--- config.mk ---
export PLATFORM = sky130hd
export DESIGN_NAME = cla_addsub_pipe
export DESIGN_NICKNAME = d
export VERILOG_FILES = /design/src/rtl/cla_addsub_pipe.sv
export SDC_FILE = /design/constraint.sdc
export NUM_CORES = 1
export LEC_CHECK = 0
export ABC_AREA = 0
export CORE_ASPECT_RATIO = 2
export CORE_MARGIN = 3
export CORE_UTILIZATION = 50
export DETAILED_ROUTE_END_ITERATION = 10
export PLACE_DENSITY = 0.76
export SYNTH_ARGS = -nofsm -noshare
export SYNTH_HDL_FRONTEND = slang
export SYNTH_SLANG_ARGS = --single-unit
--- constraint.sdc ---
create_clock -name clk -period 3.8 [get_ports clk]
set_input_delay 0.76 -clock clk [delete_from_list [all_inputs] [get_ports clk]]
set_output_delay 0.76 -clock clk [all_outputs]
set_load 0.01 [all_outputs]
--- src/rtl/cla_addsub_pipe.sv ---
// -----------------------------------------------------------------------------
// cla_addsub_pipe
//
// Pipelined carry-lookahead adder/subtractor. The operand width is cut into
// GROUP-bit slices; slice k is added in pipeline stage k from the carry that
// stage k-1 registered, so one slice's worth of lookahead logic sits between
// any two register levels. Higher operand slices travel down the pipe
// unmodified until their stage comes up. Finished low slices travel with
// them, so S leaves the last stage as one aligned word.
//
// Ports:
//   clk        rising-edge clock
//   rst_n      asynchronous active-low reset
//   in_valid   operands and mode presented
//   in_ready   block accepts operands this cycle
//   A, B       operands (WIDTH bits)
//   sub        0 = A + B + cin, 1 = A - B - cin
//   cin        carry-in (add) / borrow-in (subtract)
//   out_valid  result valid
//   out_ready  downstream accepts the result
//   S          sum / difference (WIDTH bits)
//   cout       raw carry out of the MSB (subtract: 1 = no borrow)
//   ovf        two's-complement signed overflow
//   zero       S == 0
//
// WIDTH must be a multiple of GROUP. GROUP must be a multiple of 4.
// -----------------------------------------------------------------------------
module cla_addsub_pipe #(
    parameter int WIDTH = 32,
    parameter int GROUP = 16
) (
    input  logic             clk,
    input  logic             rst_n,
    input  logic             in_valid,
    output logic             in_ready,
    input  logic [WIDTH-1:0] A,
    input  logic [WIDTH-1:0] B,
    input  logic             sub,
    input  logic             cin,
    output logic             out_valid,
    input  logic             out_ready,
    output logic [WIDTH-1:0] S,
    output logic             cout,
    output logic             ovf,
    output logic             zero
);

    localparam int STAGES = WIDTH / GROUP;
    localparam int NGRP   = GROUP / 4;

    // One GROUP-bit slice. It uses 4-bit P/G groups, and lookahead across
    // the groups (sum-of-products, no group-to-group ripple).
    // Result layout: {carry into slice MSB, carry out of slice, sum}.
    function automatic logic [GROUP+1:0] slice_add(
        input logic [GROUP-1:0] a,
        input logic [GROUP-1:0] b,
        input logic             c
    );
        logic [GROUP-1:0] p, g, cb;
        logic [NGRP-1:0]  gp, gg;
        logic [NGRP:0]    gc;
        logic             t, pr;
        p = a ^ b;
        g = a & b;
        for (int j = 0; j < NGRP; j++) begin
            gp[j] = &p[4*j +: 4];
            gg[j] = g[4*j+3]
                  | (p[4*j+3] & g[4*j+2])
                  | (p[4*j+3] & p[4*j+2] & g[4*j+1])
                  | (p[4*j+3] & p[4*j+2] & p[4*j+1] & g[4*j]);
        end
        gc[0] = c;
        for (int j = 0; j < NGRP; j++) begin
            // Carry into group j+1: c propagated through all groups 0..j,
            // OR any group i generating and groups i+1..j propagating.
            t = c;
            for (int i = 0; i <= j; i++) t = t & gp[i];
            for (int i = 0; i <= j; i++) begin
                pr = gg[i];
                for (int m = i + 1; m <= j; m++) pr = pr & gp[m];
                t = t | pr;
            end
            gc[j+1] = t;
        end
        for (int j = 0; j < NGRP; j++) begin
            cb[4*j]   = gc[j];
            cb[4*j+1] = g[4*j] | (p[4*j] & gc[j]);
            cb[4*j+2] = g[4*j+1] | (p[4*j+1] & g[4*j])
                      | (p[4*j+1] & p[4*j] & gc[j]);
            cb[4*j+3] = g[4*j+2] | (p[4*j+2] & g[4*j+1])
                      | (p[4*j+2] & p[4*j+1] & g[4*j])
                      | (p[4*j+2] & p[4*j+1] & p[4*j] & gc[j]);
        end
        return {cb[GROUP-1], gc[NGRP], p ^ cb};
    endfunction

    logic              advance;
    logic [STAGES-1:0] v_reg;
    logic [STAGES-1:0] vin;

    // Register level k holds stage k's result. x carries finished sum bits
    // below the slice boundary and untouched A bits above it. y carries the
    // effective B operand. The last level is the output register set below,
    // so element STAGES-1 of these arrays is never used.
    logic [WIDTH-1:0] x_reg [STAGES];
    logic [WIDTH-1:0] y_reg [STAGES];
    logic             c_reg [STAGES];

    logic [WIDTH-1:0] xin  [STAGES];
    logic [WIDTH-1:0] yin  [STAGES];
    logic [WIDTH-1:0] xout [STAGES];
    logic             cin_s [STAGES];
    logic [GROUP+1:0] res  [STAGES];

    logic [WIDTH-1:0] s_reg;
    logic             cout_reg, ovf_reg, zero_reg;

    // A single global enable. The pipe moves whenever the output slot is
    // empty or is being drained this cycle.
    assign out_valid = v_reg[STAGES-1];
    assign advance   = ~out_valid | out_ready;
    assign in_ready  = advance;

    genvar gi;
    generate
        for (gi = 0; gi < STAGES; gi++) begin : g_stage
            localparam logic [WIDTH-1:0] SLICE_MASK =
                WIDTH'({GROUP{1'b1}}) << (gi * GROUP);

            if (gi == 0) begin : g_src
                // Subtract is A + ~B + 1. The borrow-in flips that injected 1.
                assign xin[gi]   = A;
                assign yin[gi]   = B ^ {WIDTH{sub}};
                assign cin_s[gi] = cin ^ sub;
                assign vin[gi]   = in_valid;
            end else begin : g_src
                assign xin[gi]   = x_reg[gi-1];
                assign yin[gi]   = y_reg[gi-1];
                assign cin_s[gi] = c_reg[gi-1];
                assign vin[gi]   = v_reg[gi-1];
            end

            assign res[gi]  = slice_add(xin[gi][gi*GROUP +: GROUP],
                                        yin[gi][gi*GROUP +: GROUP],
                                        cin_s[gi]);
            assign xout[gi] = (xin[gi] & ~SLICE_MASK)
                            | (WIDTH'(res[gi][GROUP-1:0]) << (gi * GROUP));

            if (gi < STAGES - 1) begin : g_reg
                // Data only loads with a valid beat, so bubbles cost no toggles.
                always_ff @(posedge clk) begin
                    if (advance && vin[gi]) begin
                        x_reg[gi] <= xout[gi];
                        y_reg[gi] <= yin[gi];
                        c_reg[gi] <= res[gi][GROUP];
                    end
                end
            end
        end
    endgenerate

    always_ff @(posedge clk or negedge rst_n) begin
        if (!rst_n) begin
            v_reg <= '0;
        end else if (advance) begin
            v_reg <= vin;
        end
    end

    // The outputs only change when a valid beat arrives. When a bubble
    // arrives they keep the last result.
    always_ff @(posedge clk or negedge rst_n) begin
        if (!rst_n) begin
            s_reg    <= '0;
            cout_reg <= 1'b0;
            ovf_reg  <= 1'b0;
            zero_reg <= 1'b0;
        end else if (advance && vin[STAGES-1]) begin
            s_reg    <= xout[STAGES-1];
            cout_reg <= res[STAGES-1][GROUP];
            ovf_reg  <= res[STAGES-1][GROUP+1] ^ res[STAGES-1][GROUP];
            zero_reg <= ~|xout[STAGES-1];
        end
    end

    assign S    = s_reg;
    assign cout = cout_reg;
    assign ovf  = ovf_reg;
    assign zero = zero_reg;

endmodule

==> After elaboration in Yosys (flattened, before gate mapping) <==
Memory sizes are Yosys's and may differ from the RTL's.
Cells that the tools add are included.
{ "classes": {"mux": 2, "n_bitwise": 237, "n_reduce_logical": 12} }
{ "op_table": {"columns": ["op", "n"], "rows": [
  ["bitwise AND 1 bit", 132],
  ["OR 1 bit", 93],
  ["XOR 16 bit", 4],
  ["bitwise AND 16 bit", 2],
  ["OR 16 x 32 -> 32 bit", 1],
  ["OR 32 x 16 -> 32 bit", 1],
  ["AND reduction 4 bit", 8],
  ["OR reduction 32 bit", 1],
  ["XOR 32 bit", 1],
  ["logical AND 1 bit", 2],
  ["2-to-1 mux 1 bit", 2],
  ["XOR 1 bit", 2],
  ["zero test 1 bit", 1],
  ["inverter 1 bit", 1]
]} }
{ "word_totals": {"ff_bits": 37, "ram_bits": 130, "input_bits": 70, "output_inout_bits": 37, "elab_cells": 259, "memories": 3} }
{ "memory_table": {"columns": ["name", "words", "word_bits", "rd", "rd_ports_with_merged_regs", "write_ports", "line", "source"], "rows": [
  ["x_reg", 2, 32, 1, 0, 1, "105", "logic [WIDTH-1:0] x_reg [STAGES];"],
  ["y_reg", 2, 32, 1, 0, 1, "106", "logic [WIDTH-1:0] y_reg [STAGES];"],
  ["c_reg", 2, 1, 1, 0, 1, "107", "logic c_reg [STAGES];"]
]} }

==> Logic depth before layout (Yosys ltp) <==
{ "depth": {"word_depth": 16, "depth_mapped": 14, "depth_no_buf": 13} }

==> Worst setup path before layout <==
OpenSTA, ideal clock, no wires.
{ "synth_path": {"path_type": "input port to flip-flop", "startpoint": "in sub", "endpoint": "mem x_reg[0][13], data pin", "setup_time_ps": 258, "arrival_ps": 3056, "required_time_ps": 3542, "path_slack_ps": 486, "cell_stages": 12, "n_path_buf": 2, "cell_sequence": "buf_6 -> clkbuf_1 -> xor2_1 -> ha_1 -> a21o_1 -> a21oi_1 -> a31oi_2 -> o22ai_2 -> o21ai_0 -> nor2_1 -> fa_1 -> xnor2_1"} }
{ "synth_lines": {"columns": ["element", "line", "source"], "rows": [
  ["start: declaration", "38", "input logic sub,"],
  ["end: declaration", "105", null]
]} }

==> flow_summary.json <==
{
  "status": "finished, final reports clean",
  "cpPeakStageDelay_ns": 0.52,
  "clockRootBuffer": "clkbuf_16",
  "syn_avg_cell_area_um2": 12.6,
  "use_met2_pct": 37.1,
  "core_um2": 8770,
  "postRouteAntennaNets": 0,
  "antenna_cells": 0,
  "grt_pass1_wl_mm": 15.5,
  "total_power_mw": 3.09,
  "cts_tree": "built",
  "finalHoldViolCount": 0,
  "io_pins": 107,
  "p_per_area_nw_per_um2": 511,
  "crit_type": "reg2reg",
  "placement_rows": 48,
  "routed_wl_mm": 9.69,
  "overflow": 0,
  "place_inst": 564,
  "fin_cells": 580,
  "startpoint_type": "flip-flop",
  "setup_viol": 0,
  "grt_use_met3_pct": 4.75,
  "syn2layout_area_growth_pct": 31.5,
  "ys_ff_latch": 86,
  "fin_setup_tns_ns": 0,
  "cp_slowest_cell": "fa_1",
  "maxSlewViolCount": 0,
  "tightest_slew_ns": 0.819,
  "die_h_um": 142,
  "grt_use_total_pct": 19.7,
  "fmax_mhz": 279,
  "ys.warnings.count": 0,
  "grt_util_met1_pct": 19.1,
  "cts_buffers": 9,
  "drt-wirelength-per-cell_um": 16.7,
  "gp_congestion": 0.824,
  "die_area_um2": 10400,
  "numPortBuffers": 106,
  "async_reset_ff_share_pct": 43.0,
  "fin_crit_sh_pct": 94.2,
  "end_kind": "flip-flop",
  "crit_top_cell": "a21o_1",
  "cts_max_path_buffers": 2,
  "synth_area_um2": 4590,
  "post-route-drc-count": 0,
  "cts.sinks": 86,
  "critical_path_required_ns": 4.04,
  "synth_fp_nets": 474,
  "crit_chain": "ha_1 -> a211oi_1 -> o21bai_1 -> o21ai_2 -> nand3_1 -> a21o_1 -> a21o_1 -> fa_1 -> nor4_1 -> nand4b_1 -> nor3_1 -> nand4_1 -> o31ai_1",
  "synth.yosys.seq_area_share_pct": 52.2,
  "p_leak_nw": 2.49,
  "maxSlewHeadroom_pct": 45.4,
  "synth.distinct_cells": 46,
  "clkTransAtPathRegs_ns": 0.06,
  "htree_levels": 3,
  "drive_gt1_share_pct": 10.4,
  "die_w_um": 73.8,
  "peakVddDrop_v": 0.000288,
  "ys.flop_type": "edfxtp_1",
  "synth_edf_count": 49,
  "drt_iter0_markers": 134,
  "maxCapViolCount": 0,
  "grt_max_degree": 38,
  "nNetsFinal": 585,
  "clock_latency_ns": 0.33,
  "fin_crit_ns": 3.58,
  "grt.busiest_layer": "met2",
  "vias": 3132,
  "synthCells": 364,
  "first_pass_iters": 4,
  "rsz0062_at_grt": "no",
  "skew_ns": 0.00710,
  "dp_hpwl_mm": 7.79,
  "hp-class": "reg2reg",
  "start_util_pct": 52.4,
  "critPathMaxFanout": 4,
  "cts_hold_buffers": 0,
  "vias_per_cell": 5.40,
  "arrival_ns": 3.82,
  "antenna_found_initial": 0,
  "grt_pass1_vias": 3346
}
==> critical path, delay by kind of cell (launching register included) <==
kind	cells	cell delay, ns
and+or+nand+nor	5	0.86
AOI/OAI and AO/OA	6	1.37
adders and majority gates	2	0.85
DFF	1	0.41
==> cell usage in the layout (no fill, tap or decap), types with 2 or more instances in the layout <==
cell             count
xnor2_1             19
nand2_1             21
edfxtp_1            49
ha_1                32
nand4_1              5
clkbuf_16           10
buf_4                4
a21o_1              10
clkbuf_1             2
nor2_1              10
buf_2                2
o21bai_1             2
mux2i_1              2
nor4_1               4
inv_1               21
xor2_1              39
mux2_2              20
nand3_1              3
o21a_1               2
a31oi_1              2
fa_1                 8
or2_2                2
o21ai_0             21
dfrtp_1             37
clkinv_2             2
clkdlybuf4s50_1    104
nand2b_1             4
o21ai_1              4
a211oi_1             3
a21oi_1              9
nor3_1               4
==> area by class of cell <==
class / count / area (µm²)
Fill cell: 666 / 2730
Multi-Input combinational cell: 247 / 2080
Inverter: 21 / 78.8
Clock buffer: 12 / 258
Timing Repair Buffer: 110 / 1080
Tap cell: 100 / 125
Sequential cell: 86 / 2400
Clock inverter: 4 / 21.3
==> metal layers <==
layer	vias to the layer above	part of all wire, %	wire, µm
met4	0	3.1	296
met5	-	0	0
met2	95	58	5640
met1	1503	34	3270
met3	23	5.0	481
li1	1511	-	-
==> timing repair <==
item                                    4_1_cts  5_1_grt
gates resized for setup                       0        1
setup buffers                                 0        0
endpoints found under the setup margin        0        1
==> cell families after synthesis <==
group,count (synthesis),share of synthesized area (%)
AOI/OAI and AO/OA,66,9.83
and+or+nand+nor,60,6.35
adders and majority gates,40,12.2
muxes,22,5.34
xor gates and xnor gates,59,11.4
buffers and inverters,31,2.70
DFF,86,52.2
==> cell usage after synthesis (2+ instances only) <==
library cell / count / area (µm²)
mux2i_1: 2 / 20.0
a21o_1: 10 / 75.1
a31oi_1: 2 / 12.5
xnor2_1: 19 / 166
ha_1: 32 / 400
fa_1: 8 / 160
edfxtp_1: 49 / 1470
o21bai_1: 2 / 15.0
a21oi_1: 9 / 45.0
a211oi_1: 3 / 22.5
inv_1: 21 / 78.8
nand3_1: 3 / 15.0
dfrtp_1: 37 / 926
o21ai_0: 21 / 105
and2_1: 2 / 12.5
nand4_1: 5 / 31.3
or2_2: 2 / 12.5
nor2_1: 10 / 37.5
o21a_1: 2 / 15.0
buf_1: 2 / 7.51
nand2b_1: 4 / 25.0
nor4_1: 4 / 25.0
xor2_1: 39 / 342
mux2_2: 20 / 225
nand2_1: 22 / 82.6
o21ai_1: 5 / 25.0
clkbuf_1: 7 / 26.3
nor3_1: 4 / 20.0
==> final timing paths <==
path | from | endpoint | slack [ns] | depth (start not counted)
worst max-delay path | x_reg[0][16] | zero | 0.22 | 13
worst min-delay path | S[21] | S[21] | 0.48 | 2
worst max register to register | x_reg[0][16] | zero | 0.22 | 13
worst min register to register | S[21] | S[21] | 0.48 | 2
max in group asynchronous | rst_n | S[23] | 2.76 | 1
min in group asynchronous | rst_n | v_reg[0] | 0.52 | 1
==> power breakdown <==
part	internal [mW]	total [mW]	switching [mW]	leakage [nW]
combinational	0.536	0.973	0.438	1.44
sequential	1.20	1.30	0.102	0.910
clock	0.478	0.809	0.332	0.135
total	2.21	3.09	0.872	2.49
==> per-stage QoR <==
| step | hold slack (ns) | utilization [%] | setup slack (ns) | cell area [µm²] |
|---|---|---|---|---|
| CTS | 0.482 | 68.9 | 0.146 | 6040 |
| finish | 0.475 | 68.9 | 0.222 | 6040 |
| floorplan | 0.453 | - | 0.486 | 4590 |
| global route | 0.514 | 68.9 | 0.0214 | 6040 |
| detailed placement | 0.469 | 65.7 | 0.200 | 5760 |
| global placement | 0.463 | 65.7 | 0.404 | 5760 |
(Power assumes the default switching activity.)
